$ cat config.mk
export PLATFORM = sky130hd
export DESIGN_NAME = seq_pattern_matcher
export DESIGN_NICKNAME = d
export VERILOG_FILES = /design/src/rtl/seq_match_pkg.sv /design/src/rtl/seq_cfg_table.sv /design/src/rtl/seq_pattern_matcher.sv
export SDC_FILE = /design/constraint.sdc
export NUM_CORES = 1
export LEC_CHECK = 0
export ABC_AREA = 1
export CAP_MARGIN = 20
export CORE_UTILIZATION = 50
export CTS_BUF_LIST = sky130_fd_sc_hd__clkbuf_8
export DETAILED_ROUTE_END_ITERATION = 10
export PLACE_DENSITY = 0.75
export REMOVE_ABC_BUFFERS = 1
export SLEW_MARGIN = 25
export SYNTH_ARGS = -nofsm -noshare
export SYNTH_HDL_FRONTEND = slang
export SYNTH_SLANG_ARGS = --single-unit
$ cat constraint.sdc
create_clock -name clk -period 4 [get_ports clk]
set_input_delay 0.8 -clock clk [delete_from_list [all_inputs] [get_ports clk]]
set_output_delay 0.8 -clock clk [all_outputs]
set_load 0.01 [all_outputs]
$ cat src/rtl/seq_match_pkg.sv
// Shared definitions for the programmable sequence matcher.
//   - State codes and the FSM state enum.
//   - Bit positions in the character-class vector.
//   - Helpers that turn raw min/max repeat settings into effective ones.
package seq_match_pkg;

    localparam logic [2:0] ST_IDLE     = 3'd0;
    localparam logic [2:0] ST_RUN      = 3'd1;
    localparam logic [2:0] ST_STOP     = 3'd2;
    localparam logic [2:0] ST_ERROR    = 3'd3;
    localparam logic [2:0] ST_ERR_TERM = 3'd4;

    typedef enum logic [2:0] {
        StIdle    = ST_IDLE,
        StRun     = ST_RUN,
        StStop    = ST_STOP,
        StError   = ST_ERROR,
        StErrTerm = ST_ERR_TERM
    } state_e;

    localparam int unsigned CLS_START_STOP  = 0;
    localparam int unsigned CLS_SMALL       = 1;
    localparam int unsigned CLS_CAPITAL     = 2;
    localparam int unsigned CLS_NUMBER      = 3;
    localparam int unsigned CLS_HEX         = 4;
    localparam int unsigned CLS_PUNCT_BASIC = 5;
    localparam int unsigned CLS_PUNCT_FIN   = 6;
    localparam int unsigned CLS_PAREN       = 7;
    localparam int unsigned CLS_CURLY       = 8;
    localparam int unsigned CLS_MATH        = 9;
    localparam int unsigned CLS_WS          = 10;
    localparam int unsigned CLS_VOWEL       = 11;
    localparam int unsigned CLS_CONSONANT   = 12;
    localparam int unsigned CLS_OTHER       = 13;

    // A minimum of zero would let a step be skipped without consuming input,
    // which greedy matching cannot express, so it is promoted to one.
    function automatic int unsigned clamp_min(input int unsigned raw_min);
        return (raw_min == 0) ? 1 : raw_min;
    endfunction

    function automatic int unsigned clamp_max(input int unsigned raw_max,
                                              input int unsigned raw_min);
        int unsigned eff_min;
        eff_min = clamp_min(raw_min);
        return (raw_max < eff_min) ? eff_min : raw_max;
    endfunction

endpackage

$ cat src/rtl/seq_cfg_table.sv
// Step table for the sequence matcher.
//   clk, rst          : clock, synchronous active-high reset
//   idle              : writes are accepted only while this is high
//   we/addr/mask/min/max : step write port (min/max stored in effective form)
//   len_we/len_in     : pattern length write port (clamped to MAX_STEPS)
//   rd_idx            : current step index
//   rd_mask/min/max   : current step contents
//   nxt_mask          : mask of the step after rd_idx
//   len               : active pattern length
module seq_cfg_table
    import seq_match_pkg::*;
#(
    parameter int unsigned NUM_CLASS = 14,
    parameter int unsigned MAX_STEPS = 8,
    parameter int unsigned CNT_W     = 4,
    localparam int unsigned AW       = $clog2(MAX_STEPS),
    localparam int unsigned LW       = AW + 1
) (
    input  logic                 clk,
    input  logic                 rst,
    input  logic                 idle,
    input  logic                 we,
    input  logic [AW-1:0]        addr,
    input  logic [NUM_CLASS-1:0] mask,
    input  logic [CNT_W-1:0]     min,
    input  logic [CNT_W-1:0]     max,
    input  logic                 len_we,
    input  logic [LW-1:0]        len_in,
    input  logic [AW-1:0]        rd_idx,
    output logic [NUM_CLASS-1:0] rd_mask,
    output logic [CNT_W-1:0]     rd_min,
    output logic [CNT_W-1:0]     rd_max,
    output logic [NUM_CLASS-1:0] nxt_mask,
    output logic [LW-1:0]        len
);

    logic [NUM_CLASS-1:0] mask_q [MAX_STEPS];
    logic [CNT_W-1:0]     min_q  [MAX_STEPS];
    logic [CNT_W-1:0]     max_q  [MAX_STEPS];
    logic [LW-1:0]        len_q;

    logic [CNT_W-1:0] min_eff;
    logic [CNT_W-1:0] max_eff;
    logic [LW-1:0]    len_eff;
    logic [AW-1:0]    nxt_idx;

    always_comb begin
        min_eff = CNT_W'(clamp_min(32'(min)));
        max_eff = CNT_W'(clamp_max(32'(max), 32'(min)));
        len_eff = (len_in > LW'(MAX_STEPS)) ? LW'(MAX_STEPS) : len_in;
        // The matcher only looks ahead when a next step exists, so wrapping
        // at the top of the table is harmless and keeps the index in range.
        nxt_idx = (rd_idx == AW'(MAX_STEPS - 1)) ? '0 : rd_idx + AW'(1);
    end

    always_ff @(posedge clk) begin
        if (rst) begin
            for (int i = 0; i < int'(MAX_STEPS); i++) begin
                mask_q[i] <= '0;
                min_q[i]  <= CNT_W'(1);
                max_q[i]  <= CNT_W'(1);
            end
            len_q <= '0;
        end else begin
            if (idle && we) begin
                mask_q[addr] <= mask;
                min_q[addr]  <= min_eff;
                max_q[addr]  <= max_eff;
            end
            if (idle && len_we) begin
                len_q <= len_eff;
            end
        end
    end

    assign rd_mask  = mask_q[rd_idx];
    assign rd_min   = min_q[rd_idx];
    assign rd_max   = max_q[rd_idx];
    assign nxt_mask = mask_q[nxt_idx];
    assign len      = len_q;

endmodule

$ cat src/rtl/seq_pattern_matcher.sv
// Programmable greedy matcher for \0-delimited strings of classified characters.
//   clk, rst      : clock, synchronous active-high reset
//   valid, cls    : one class vector per valid beat, cls[0] marks \0
//   cfg_*         : step table and pattern length writes (IDLE only)
//   state         : IDLE=0 RUN=1 STOP=2 ERROR=3 ERR_TERM=4
//   step_idx      : current step, rep_cnt: characters taken in that step
//   match, error  : one-cycle result pulses
//   match_cnt, err_cnt : saturating statistics
module seq_pattern_matcher
    import seq_match_pkg::*;
#(
    parameter int unsigned NUM_CLASS = 14,
    parameter int unsigned MAX_STEPS = 8,
    parameter int unsigned CNT_W     = 4,
    parameter int unsigned STAT_W    = 16,
    localparam int unsigned AW       = $clog2(MAX_STEPS),
    localparam int unsigned LW       = AW + 1
) (
    input  logic                 clk,
    input  logic                 rst,
    input  logic                 valid,
    input  logic [NUM_CLASS-1:0] cls,
    input  logic                 cfg_we,
    input  logic [AW-1:0]        cfg_addr,
    input  logic [NUM_CLASS-1:0] cfg_mask,
    input  logic [CNT_W-1:0]     cfg_min,
    input  logic [CNT_W-1:0]     cfg_max,
    input  logic                 cfg_len_we,
    input  logic [LW-1:0]        cfg_len,
    output logic [2:0]           state,
    output logic [AW-1:0]        step_idx,
    output logic [CNT_W-1:0]     rep_cnt,
    output logic                 match,
    output logic                 error,
    output logic [STAT_W-1:0]    match_cnt,
    output logic [STAT_W-1:0]    err_cnt
);

    state_e              state_q, state_d;
    logic [AW-1:0]       step_q, step_d;
    logic [CNT_W-1:0]    rep_q, rep_d;
    logic                match_q, match_d;
    logic                error_q, error_d;
    logic [STAT_W-1:0]   match_cnt_q, match_cnt_d;
    logic [STAT_W-1:0]   err_cnt_q, err_cnt_d;

    logic [NUM_CLASS-1:0] cur_mask, nxt_mask;
    logic [CNT_W-1:0]     cur_min, cur_max;
    logic [LW-1:0]        len;

    seq_cfg_table #(
        .NUM_CLASS (NUM_CLASS),
        .MAX_STEPS (MAX_STEPS),
        .CNT_W     (CNT_W)
    ) u_cfg_table (
        .clk      (clk),
        .rst      (rst),
        .idle     (state_q == StIdle),
        .we       (cfg_we),
        .addr     (cfg_addr),
        .mask     (cfg_mask),
        .min      (cfg_min),
        .max      (cfg_max),
        .len_we   (cfg_len_we),
        .len_in   (cfg_len),
        .rd_idx   (step_q),
        .rd_mask  (cur_mask),
        .rd_min   (cur_min),
        .rd_max   (cur_max),
        .nxt_mask (nxt_mask),
        .len      (len)
    );

    logic              is_term, hit_cur, hit_nxt, min_ok, at_last, has_next;
    logic [LW-1:0]     step_next_ext;
    logic [STAT_W-1:0] match_cnt_inc, err_cnt_inc;

    always_comb begin
        is_term       = cls[CLS_START_STOP];
        hit_cur       = |(cur_mask & cls);
        hit_nxt       = |(nxt_mask & cls);
        min_ok        = (rep_q >= cur_min);
        step_next_ext = LW'(step_q) + LW'(1);
        at_last       = (step_next_ext == len);
        has_next      = (step_next_ext < len);
        match_cnt_inc = (match_cnt_q == '1) ? match_cnt_q : match_cnt_q + STAT_W'(1);
        err_cnt_inc   = (err_cnt_q == '1) ? err_cnt_q : err_cnt_q + STAT_W'(1);
    end

    always_comb begin
        state_d     = state_q;
        step_d      = step_q;
        rep_d       = rep_q;
        match_d     = 1'b0;
        error_d     = 1'b0;
        match_cnt_d = match_cnt_q;
        err_cnt_d   = err_cnt_q;

        unique case (state_q)
            StIdle: begin
                if (valid && is_term) begin
                    state_d = StRun;
                    step_d  = '0;
                    rep_d   = '0;
                end
            end
            StRun: begin
                if (valid) begin
                    if (is_term) begin
                        if ((len == '0) || (at_last && min_ok)) begin
                            state_d     = StStop;
                            match_d     = 1'b1;
                            match_cnt_d = match_cnt_inc;
                        end else begin
                            state_d   = StErrTerm;
                            error_d   = 1'b1;
                            err_cnt_d = err_cnt_inc;
                        end
                    end else if (hit_cur && (rep_q < cur_max)) begin
                        rep_d = rep_q + CNT_W'(1);
                    end else if (has_next && min_ok && hit_nxt) begin
                        // Greedy: advance only once the current step can no longer absorb.
                        step_d = step_q + AW'(1);
                        rep_d  = CNT_W'(1);
                    end else begin
                        state_d   = StError;
                        error_d   = 1'b1;
                        err_cnt_d = err_cnt_inc;
                    end
                end
            end
            StStop, StErrTerm: begin
                state_d = StIdle;
            end
            StError: begin
                // The closing \0 only resynchronises; it does not start a new string.
                if (valid && is_term) begin
                    state_d = StIdle;
                end
            end
            default: begin
                state_d = StIdle;
            end
        endcase
    end

    always_ff @(posedge clk) begin
        if (rst) begin
            state_q     <= StIdle;
            step_q      <= '0;
            rep_q       <= '0;
            match_q     <= 1'b0;
            error_q     <= 1'b0;
            match_cnt_q <= '0;
            err_cnt_q   <= '0;
        end else begin
            state_q     <= state_d;
            step_q      <= step_d;
            rep_q       <= rep_d;
            match_q     <= match_d;
            error_q     <= error_d;
            match_cnt_q <= match_cnt_d;
            err_cnt_q   <= err_cnt_d;
        end
    end

    assign state     = state_q;
    assign step_idx  = step_q;
    assign rep_cnt   = rep_q;
    assign match     = match_q;
    assign error     = error_q;
    assign match_cnt = match_cnt_q;
    assign err_cnt   = err_cnt_q;

endmodule

==> flow_results.org <==
** Global routing
- For this run, the total global-route usage over all layers was measured as 28.9%.
- Global route total overflow :: 0
- Via count of the first global-routing pass :: 10848
- Wire length of the first global-routing pass :: 55300 um
- Initial antenna violation count :: 0
- Largest net degree at the start of global routing :: 67

** Place
- DP HPWL :: 21600 um
- The count of buffers added on input and output ports is 91.
- Before CTS, the worst setup slack after placement is 0.521 ns.
- Once placement completed, the tool counted placed cells totaling 1893.
- Final weighted congestion in routability-driven placement :: 0.887
- Cell area after placement :: 13400 um2

** Cells and area
- Share of the core filled with cells :: 59.7%
- Final standard cell area without fillers :: 14200 um2
- Area of the multi-input gates :: 5090 um2
- Finished Layout Cells :: 1966
- Share of cells above drive strength 1 :: 7.10%
- The layout has 2044 filler cells.
- Total area of sequential cells :: 6310 um2
- Antenna Cells :: 0
- From synthesis to final layout, the design area changed by 15.8%.
- The net count of the finished layout is 1683.

** Clock network
- The longest clock path from root to sink contains 3 buffers.
- In this run the post-CTS setup repair buffer count came out at 0.
- Clock Root Buffer :: clkbuf_8
- Gates resized during post-CTS repair numbered 0.
- In this run, post-CTS hold repair placed 0 buffers.
- Worst-skew pair later-pin latency :: 0.55 ns
- The clock tree synthesis step divided the H-tree into 2 levels.
- Clock tree from TritonCTS :: done
- CTS sink cnt :: 227
- Buffers inserted during clock tree synthesis total 40.
- Worst-path clk slew :: 0.06 ns

** Worst hold path
- Type of the tightest min-delay check :: flop to flop

** Setup path
- Data arrival at the endpoint of the critical path :: 4.01 ns
- Delay of the slowest critical-path stage :: 0.43 ns
- Buf/Inv on CP :: 4
- Maximum fanout along the worst path :: 25
- The setup path with the least slack is of type flop to flop.
- The worst setup path is captured at a flop.
- Sort of element at the start of the critical path :: flop
- On the critical path the largest part of the delay comes from simple AND/OR/NAND/NOR gates.
- The slowest stage of the critical path belongs to the cell dfxtp_1.
- CP required :: 4.43 ns
- Walking the worst path, the cells encountered are inv_1 > buf_4 > o21ai_0 > o221ai_1 > o21ai_0 > ha_1 > inv_1 > o21bai_1 > nand3_1 > nand3_1 > nand4_1 > nand2_1 > nand2_1 > inv_2 > nand2_2 > nor4_2 > nand3_1 > nand2_1 > nor2_1.
- Worst reg2reg setup slack :: 0.42 ns

** Route
- In this run, the number of DRC markers left after iteration 0 of detailed routing was 1452.
- Routed Wire Length :: 35800 um
- Routed vias :: 11200
- Per-cell routed wire length :: 18.2 um
- Routed Antenna Nets :: 0
- Total iterations of the first detailed-routing run :: 5
- After detailed routing, the number of remaining DRC violations is 0.
- After detailed routing, the number of vias per cell comes to 5.70.

** STA
- Hold violation count in the final report :: 0
- Setup violations remaining at the end of the flow were counted as 0.
- Post-route worst setup slack :: 0.424 ns
- Setup repair after global routing left no endpoint under its margin.
- Total negative slack for setup checks :: 0 ns
- Tcrit/Tclk final :: 89.4%
- The number of pins exceeding their max-slew limit in the final report came to 0.
- On the final layout, the worst clock skew is 0.0265 ns.
- Slew at the pin closest to its max-slew limit :: 0.795 ns
- Post-route minimum period :: 3.58 ns
- Worst-case hold slack :: 0.500 ns
- Derived from the worst setup path, the maximum achievable clock frequency is 280 MHz.
- Remaining max-slew budget at the tightest pin :: 47.0%

** Power
- Maximum resistive drop on vdd :: 0.243 mV
- Summed over all cells, the static leakage comes to 5.75 nW.
- Total Power :: 6.59 mW
- Power density relative to cell area :: 465 nW/um2

** Yosys
- Each instance of the synthesized netlist takes up on average 8.01 um2.
- Counting distinct cell types in the post-synthesis netlist gives 43.
- Synthesis produced 1528 cells.
- Yosys mapped a number of flops with a built-in enable equal to 176.
- Synth top area cells :: edfxtp_1 (43%), nor2_1 (12%), nand2_1 (10%), dfxtp_1 (8.3%), nand3_1 (5.4%)
- The largest total area in the synthesized netlist belongs to edfxtp_1.
- Top cell types by occurrence after synthesis :: nor2_1 (378), nand2_1 (330), edfxtp_1 (176), nand3_1 (131), inv_1 (101)
- Among all cell types in the netlist, the one instantiated most often is nor2_1.
- The share of synthesized area in the top cell type comes to 43.2%.
- For this run, the register share of the synthesized area comes to 51.5%.
- Of all flip-flops after synthesis, the portion carrying an async set or reset was 0%.
- Number of synthesized register bits :: 227
- During synthesis, Yosys emitted a total of 0 warnings.
- In the synthesized netlist the dominant register cell turns out to be edfxtp_1.
- Post-synth design cell area :: 12200 um2

** Floorplan
- Measured along the y axis, the die boundary spans 158 um.
- The core region is 23800 um2.
- After floorplanning, the core was divided into 56 placement rows.
- Initial Utilization :: 51.5%
- In this run the count of I/O pins placed on the die edge is 92.
- DIE AREA :: 25100 um2
- Width of the die :: 158 um

** Run
- The tool flagged a number of max-cap violations equal to 0.

** Run status
- Status :: completed
final cells by class:
cell class              count  area share (%)
clock inverters            28           0.821
multi-input cells        1109            35.9
clock buffers              45            4.37
flip-flops and latches    227            44.5
well taps                 319            2.82
repair buffers            127            8.60
inverters                 111            2.94
registers in the layout (all words and copies together), names as in the netlist, named ones only:
name and count:
step_idx 3, u_cfg_table.mask_q 112, match_cnt 16, u_cfg_table.len 4
u_cfg_table.max_q 32, err_cnt 16, match 1, error 1
rep_cnt 4, state 3, u_cfg_table.min_q 32
final timing paths:
kind,startpoint,endpoint,cells past startpoint
setup reg to reg,flop,match_cnt[7],19
hold reg to reg,u_cfg_table.len[0],u_cfg_table.len[0],2
hold / removal,u_cfg_table.len[0],u_cfg_table.len[0],2
setup / recovery,flop,match_cnt[7],19
worst min-delay path, stage by stage (launching register included):
cell	delay (ns)
dfxtp_1	0.33
nand2_1	0.07
a21oi_1	0.06
metal layers:
metal	track usage, %	part of all wire (%)	vias up	routed length (um)
met5	0	0	-	0
met4	12.9	3.1	0	1120
met3	5.12	9.8	107	3510
met2	47.1	47	594	16800
met1	37.5	40	5245	14300
li1	-	-	5254	-
kinds of logic after synthesis:
family / Yosys count / share of synthesized area [%]
AND/OR/NAND/NOR: 912 / 31.3
flip-flops: 227 / 51.5
buffers and inverters: 192 / 6.85
AO/OA/AOI/OAI: 168 / 7.68
adder cells (fa/ha/maj): 19 / 1.94
XOR/XNOR: 10 / 0.716
power breakdown:
group          internal [mW]  leakage [nW]  switching, mW
logic                  0.593          3.13           1.28
registers               2.65          2.18         0.0833
clock network           1.03         0.447          0.955
total                   4.27          5.75           2.32
layout by cell type (no fill, tap or decap), types with 3 or more instances in the layout:
cell | synthesis | layout
a21oi_1 | 25 | 25
a31oi_1 | 4 | 4
buf_12 | 0 | 3
buf_4 | 4 | 33
clkbuf_8 | 0 | 45
clkdlybuf4s50_1 | 0 | 91
clkinv_1 | 1 | 4
clkinv_2 | 0 | 3
dfxtp_1 | 51 | 50
edfxtp_1 | 176 | 176
ha_1 | 19 | 19
inv_1 | 101 | 121
inv_2 | 9 | 9
nand2_1 | 330 | 330
nand2_2 | 5 | 5
nand3_1 | 131 | 131
nand3_2 | 3 | 3
nand4_1 | 33 | 33
nor2_1 | 378 | 378
nor2_2 | 5 | 4
nor3_1 | 17 | 17
nor4_1 | 3 | 3
o211ai_1 | 8 | 8
o21a_1 | 3 | 3
o21ai_0 | 88 | 88
o21ai_1 | 16 | 16
o221ai_1 | 7 | 7
o22ai_1 | 7 | 7
xnor2_1 | 3 | 3
xor2_1 | 7 | 7
Power figures use the tool's default switching activity.
